===== src/rtl/lsu_axi_gen2.sv =====
// Load/store unit bridging EXU requests to an AXI4-Lite data port (RV32/RV64).
// Loads use AR/R with alignment and extension; stores use AW/W/B with lane strobes.
module lsu_axi_gen2 #(
    parameter int DATA_LEN     = 64,
    parameter int DATA_BIT_NUM = DATA_LEN / 8,
    parameter int ADDR_LEN     = 32
) (
    input  logic                    clk,
    input  logic                    rst_n,
    input  logic                    req_valid,
    output logic                    req_ready,
    input  logic                    req_is_store,
    input  logic [1:0]              req_size,
    input  logic                    req_unsigned,
    input  logic [ADDR_LEN-1:0]     req_addr,
    input  logic [DATA_LEN-1:0]     req_wdata,
    output logic                    resp_valid,
    input  logic                    resp_ready,
    output logic [DATA_LEN-1:0]     resp_rdata,
    output logic                    resp_wen,
    output logic [1:0]              resp_err,
    output logic                    awvalid,
    input  logic                    awready,
    output logic [ADDR_LEN-1:0]     awaddr,
    output logic                    wvalid,
    input  logic                    wready,
    output logic [DATA_LEN-1:0]     wdata,
    output logic [DATA_BIT_NUM-1:0] wstrb,
    input  logic                    bvalid,
    output logic                    bready,
    input  logic [1:0]              bresp,
    output logic                    arvalid,
    input  logic                    arready,
    output logic [ADDR_LEN-1:0]     araddr,
    input  logic                    rvalid,
    output logic                    rready,
    input  logic [DATA_LEN-1:0]     rdata,
    input  logic [1:0]              rresp
);
    localparam int OFFW = $clog2(DATA_BIT_NUM);

    typedef enum logic [2:0] {IDLE, LD_AR, LD_R, ST_AWW, ST_B, RESP} state_e;

    state_e                state_q, state_d;
    logic                  st_q, st_d;
    logic [1:0]            size_q, size_d;
    logic                  uns_q, uns_d;
    logic [ADDR_LEN-1:0]   addr_q, addr_d;
    logic [DATA_LEN-1:0]   wdat_q, wdat_d;
    logic                  aw_done_q, aw_done_d;
    logic                  w_done_q, w_done_d;
    logic [DATA_LEN-1:0]   rdata_q, rdata_d;
    logic [1:0]            err_q, err_d;
    logic                  wen_q, wen_d;

    logic                  misalign;
    logic [OFFW-1:0]       offset;
    logic [DATA_LEN-1:0]   ld_shift, ld_top, ld_ext;
    logic [6:0]            sh_amt;
    logic [DATA_BIT_NUM-1:0] lane_mask;

    assign offset = addr_q[OFFW-1:0];

    always_comb begin
        case (req_size)
            2'd0:    misalign = 1'b0;
            2'd1:    misalign = req_addr[0];
            2'd2:    misalign = |req_addr[1:0];
            default: misalign = (|req_addr[2:0]) || (DATA_LEN == 32);
        endcase
    end

    // Extension by parking the field at the MSB and shifting back down.
    always_comb begin
        ld_shift = rdata >> {offset, 3'b000};
        case (size_q)
            2'd0:    sh_amt = 7'(DATA_LEN - 8);
            2'd1:    sh_amt = 7'(DATA_LEN - 16);
            2'd2:    sh_amt = 7'(DATA_LEN - 32);
            default: sh_amt = '0;
        endcase
        ld_top = ld_shift << sh_amt;
        if (uns_q) ld_ext = ld_top >> sh_amt;
        else       ld_ext = $signed(ld_top) >>> sh_amt;
    end

    always_comb begin
        lane_mask = '0;
        for (int unsigned i = 0; i < DATA_BIT_NUM; i++)
            lane_mask[i] = (i < (32'd1 << size_q));
    end

    assign req_ready  = (state_q == IDLE);
    assign arvalid    = (state_q == LD_AR);
    assign rready     = (state_q == LD_R);
    assign awvalid    = (state_q == ST_AWW) && !aw_done_q;
    assign wvalid     = (state_q == ST_AWW) && !w_done_q;
    assign bready     = (state_q == ST_B);
    assign resp_valid = (state_q == RESP);
    assign resp_wen   = wen_q;
    assign resp_rdata = rdata_q;
    assign resp_err   = err_q;
    assign araddr     = {addr_q[ADDR_LEN-1:OFFW], {OFFW{1'b0}}};
    assign awaddr     = araddr;
    assign wdata      = wdat_q << {offset, 3'b000};
    assign wstrb      = lane_mask << offset;

    always_comb begin
        state_d   = state_q;
        st_d      = st_q;
        size_d    = size_q;
        uns_d     = uns_q;
        addr_d    = addr_q;
        wdat_d    = wdat_q;
        aw_done_d = aw_done_q;
        w_done_d  = w_done_q;
        rdata_d   = rdata_q;
        err_d     = err_q;
        wen_d     = 1'b0;
        case (state_q)
            IDLE: if (req_valid) begin
                st_d      = req_is_store;
                size_d    = req_size;
                uns_d     = req_unsigned;
                addr_d    = req_addr;
                wdat_d    = req_wdata;
                aw_done_d = 1'b0;
                w_done_d  = 1'b0;
                rdata_d   = '0;
                err_d     = 2'b00;
                if (misalign) begin
                    err_d   = 2'b01;
                    state_d = RESP;
                end else begin
                    state_d = req_is_store ? ST_AWW : LD_AR;
                end
            end
            LD_AR: if (arready) state_d = LD_R;
            LD_R: if (rvalid) begin
                if (rresp != 2'b00) begin
                    err_d   = 2'b10;
                    rdata_d = '0;
                end else begin
                    rdata_d = ld_ext;
                    wen_d   = 1'b1;
                end
                state_d = RESP;
            end
            ST_AWW: begin
                aw_done_d = aw_done_q | awready;
                w_done_d  = w_done_q | wready;
                if (aw_done_d && w_done_d) state_d = ST_B;
            end
            ST_B: if (bvalid) begin
                err_d   = (bresp != 2'b00) ? 2'b10 : 2'b00;
                state_d = RESP;
            end
            RESP: if (resp_ready) state_d = IDLE;
            default: state_d = IDLE;
        endcase
    end

    always_ff @(posedge clk or negedge rst_n) begin
        if (!rst_n) begin
            state_q   <= IDLE;
            st_q      <= 1'b0;
            size_q    <= '0;
            uns_q     <= 1'b0;
            addr_q    <= '0;
            wdat_q    <= '0;
            aw_done_q <= 1'b0;
            w_done_q  <= 1'b0;
            rdata_q   <= '0;
            err_q     <= '0;
            wen_q     <= 1'b0;
        end else begin
            state_q   <= state_d;
            st_q      <= st_d;
            size_q    <= size_d;
            uns_q     <= uns_d;
            addr_q    <= addr_d;
            wdat_q    <= wdat_d;
            aw_done_q <= aw_done_d;
            w_done_q  <= w_done_d;
            rdata_q   <= rdata_d;
            err_q     <= err_d;
            wen_q     <= wen_d;
        end
    end
endmodule


===== config.mk =====
export PLATFORM = sky130hd
export DESIGN_NAME = lsu_axi_gen2
export DESIGN_NICKNAME = d
export VERILOG_FILES = /design/src/rtl/lsu_axi_gen2.sv
export SDC_FILE = /design/constraint.sdc
export NUM_CORES = 1
export LEC_CHECK = 0
export ABC_AREA = 1
export CAP_MARGIN = 20
export CORE_AREA = 8 8 206 149
export DETAILED_ROUTE_END_ITERATION = 10
export DIE_AREA = 0 0 214 157
export PLACE_DENSITY = 0.78
export REMOVE_ABC_BUFFERS = 1
export SYNTH_ARGS = -nofsm -noshare
export SYNTH_HDL_FRONTEND = slang
export SYNTH_SLANG_ARGS = --single-unit

===== constraint.sdc =====
create_clock -name clk -period 1.9 [get_ports clk]
set_clock_uncertainty 0.1 [all_clocks]
set_input_delay 0.38 -clock clk [delete_from_list [all_inputs] [get_ports clk]]
set_output_delay 0.38 -clock clk [all_outputs]
set_load 0.05 [all_outputs]

==> run_results.csv <==
group,metric,value,unit
status,status,"finished, violations left",
status,failed_checks,"negative setup slack",
setup_path,crit_family,"buffers and inverters",
clock_tree,cts_tree,"built",
floorplan,placementRows,51,
setup_path,reg2reg_from,"addr_q[0]$_DFFE_PN0P_",
setup_path,worst_ep_required_time,1420,ps
pwr,p_switching,0.0227,W
timing,rsz0062_at_grt,"yes",
setup_path,arrival,2210,ps
setup_path,start_kind,"flip-flop",
finish,fin_cells,2516,
yosys,syn_inst,1671,
clock_tree,cts_num_sinks,171,
setup_path,cp-startpoint,"addr_q[0]$_DFFE_PN0P_",
placed_design,post-dp-hpwl,37.4,mm
clock_tree,cts_max_level,4,
grt,grt_max_degree,44,
timing,max-slew-margin-rel,0.570,
setup_path,critical_path.cell_chain,"nor2_4 > clkinvlp_4 > buf_12 > o22ai_4 > inv_2 > o21ai_2 > buf_4 > buf_12",
finish,nets,2308,
finish,fill_cells,2198,
placed_design,place_congestion,0.957,
setup_path,cpMostUsedCell,"buf_12",
grt,grt_antenna_before_repair,3,
drt,post-route-drc-count,0,
grt,grt_overflow,0,
setup_path,crit_buf_inv,5,
finish,post-route-util,0.673,
yosys,netlist_area,11300,µm²
yosys,ys.flop_type,"dfrtp_1",
pwr,p_int,0.0201,W
yosys,synth_warnings,0,
timing,max_freq,372,MHz
timing,timing.final.max_slew_violations,0,
clock_tree,cts-root-buf,"clkbuf_16",
floorplan,fp.coreArea,27400,µm²
pwr,p_leak,9.13,nW
yosys,synth_top_area_cell,"dfrtp_1",
yosys,synth.yosys.seq_area_share,0.379,
setup_path,critical-path-max-stage-delay,550,ps
yosys,synth_top_cells_by_area,"dfrtp_1, nand2_1, o21ai_0",
drt,wire_per_inst,19.9,µm
finish,area_growth,63.0,%
setup_path,rrSetupSlack,-440,ps
pwr,power_frac_comb,0.766,
placed_design,portBuffers,380,
grt,grt_pass1_vias,13200,
drt,wl,50.1,mm
timing,hold_slack,368,ps
drt,drt_iter0_drc,1367,
timing,timing_hold_violations_final,0,
grt,track_usage,0.283,
setup_path,cp_slowest_cell,"dfrtp_4",
floorplan,pin_count,387,
timing,min_period,2690,ps
yosys,synth.ff_latch_count,171,
setup_path,cp-end-kind,"primary output",
floorplan,dieArea,33600,µm²
pwr,swShare,0.530,
pwr,irDropWorstVdd,1790,µV
clock_tree,clkTransAtPathRegs,70,ps
placed_design,place_inst,2468,
setup_path,worstSetupPathType,"reg2out",
pwr,seq_power_share,0.147,
timing,worst_slack,-791,ps
timing,min_period_over_period,1.42,
yosys,synthArstFlopShare,1.00,
timing,worst_pin_slew,644,ps
timing,setup_viol,142,
pwr,power,0.0429,W
pwr,p_clk_frac,0.088,
clock_tree,clk_latency,430,ps
setup_path,reg2reg_depth,14,
finish,drive_above_1_share,0.302,
setup_path,cp_num_cells,8,
pwr,p_per_area,2330,nW/µm²
yosys,syn_avg_cell_area,6.76,µm²
drt,dr.pass1.iters,7,
drt,via_per_inst,5.36,
grt,grt_pass1_wl,75.3,mm
yosys,yosys.cell_types.count,45,
floorplan,die_h,157,µm
floorplan,die_w,214,µm
floorplan,initial_utilization,0.413,
drt,drt.antenna.violating_nets,0,
worst_hold_path,hold_path_class,"in2async",
drt,via_count,13500,
clock_tree,cts_made_buffers,17,
job,maxCapViolCount,0,
clock_tree,clockBufferDepth,2,
setup_path,crit_path_max_fanout,6,
yosys,synth_edf_count,0,
yosys,yosysTopAreaCellShare,0.379,
synthesized netlist by cell type (all sizes together) (2+ instances only):
library cell and n:
nor3 2, o21ai 186, clkbuf 36, inv 103, a21oi 21, a211oi 2, nand2 704, a32oi 5
mux2i 22, a31oi 5, a22oi 10, o21bai 4, o22ai 12, nand4 6, nor2 87, o311ai 5
o221ai 2, o41ai 3, dfrtp 171, buf 136, nand3 111, o211ai 24, clkinv 3, or2 5
power groups by stage:
stage	clock network (W)	logic, W	registers [W]
2_1_floorplan	0	0.0116	0.00956
3_3_place_gp	0	0.0296	0.00615
3_5_place_dp	0	0.0300	0.00619
4_1_cts	0.00381	0.0317	0.00620
5_1_grt	0.00391	0.0345	0.00644
6_report	0.00376	0.0328	0.00629
flip-flops by register name (all words and copies together), names as in the netlist:
| register | count |
|---|---|
| state_q | 3 |
| wdat_q | 64 |
| size_q | 2 |
| resp_err | 2 |
| w_done_q | 1 |
| aw_done_q | 1 |
| resp_wen | 1 |
| uns_q | 1 |
| resp_rdata | 64 |
| addr_q | 32 |
path summary, 6_finish.rpt:
path / endpoint
worst max register to register: resp_rdata[34]$_DFFE_PN0P_
worst max-delay path: wdata[48]
min in group clk: wdat_q[41]$_DFFE_PN0P_
max in group asynchronous: resp_rdata[54]$_DFFE_PN0P_
worst min register to register: resp_rdata[42]$_DFFE_PN0P_
worst min-delay path: resp_wen$_DFF_PN0_
area by class of cell:
type,instances,area (µm²),area share
repair buffers,607,6350,0.344
multi-input cells,1228,6300,0.342
clock buffers,18,439,0.0238
flip-flops and latches,171,4290,0.233
well taps,371,464,0.0252
diodes,2,5.00,0.000272
inverters,106,415,0.0225
clock inverters,13,166,0.00903
layout by cell type (no fill, tap or decap), types with 25 or more instances in the layout:
cell             count
o21ai_1             59
clkdlybuf4s50_1    175
o21ai_0             89
buf_12             103
nand2_1            676
o21ai_2             33
nor2_4              25
inv_1               83
nand3_1             96
buf_4              314
dfrtp_1            166
nor2_1              41
worst register-to-register path: stages, from the launching register on:
cell      delay, ps
dfrtp_4         550
buf_4           170
buf_8           110
buf_6           150
nand2_1         120
nand3_2         100
nand3_1          90
o21ai_2          70
inv_2            50
nand2_2          60
nand2_4         100
nand2_4          80
nand4_1         130
buf_6           210
o311ai_1        130
stage by stage:
stage | setup TNS, ps | worst slack [ps] | cell area, µm²
finish | -59040 | -791 | 18400
floorplan | -640840 | -4180 | 10200
detailed placement | -32500 | -399 | 16900
global route | -72320 | -874 | 18400
CTS | -61270 | -769 | 18100
global placement | -29680 | -358 | 16900
metal layers:
layer	wire length [µm]	vias to the layer above	global-route usage
met5	13	-	0
met4	1240	2	0.0898
met3	4790	72	0.0757
met2	22900	748	0.446
met1	21200	6413	0.374
li1	-	6258	-
cell families (layout without fill, tap and decap cells):
family / after synthesis / after routing / synth area share
flip-flops: 171 / 171 / 0.379
multiplexers: 22 / 22 / 0.0195
AO/OA/AOI/OAI: 283 / 283 / 0.143
AND/OR/NAND/NOR: 916 / 917 / 0.328
other: 1 / 8 / 0.000332
buffers and inverters: 278 / 744 / 0.130
repair_timing:
action	in CTS	in global routing
pin swaps	9	11
cloned	1	0
hold buffers	1	0
gates resized for setup	165	111
setup buffers	11	3
endpoints found under the hold margin	37	0
setup endpoints to repair	142	146
Power figures use the tool's default switching activity.
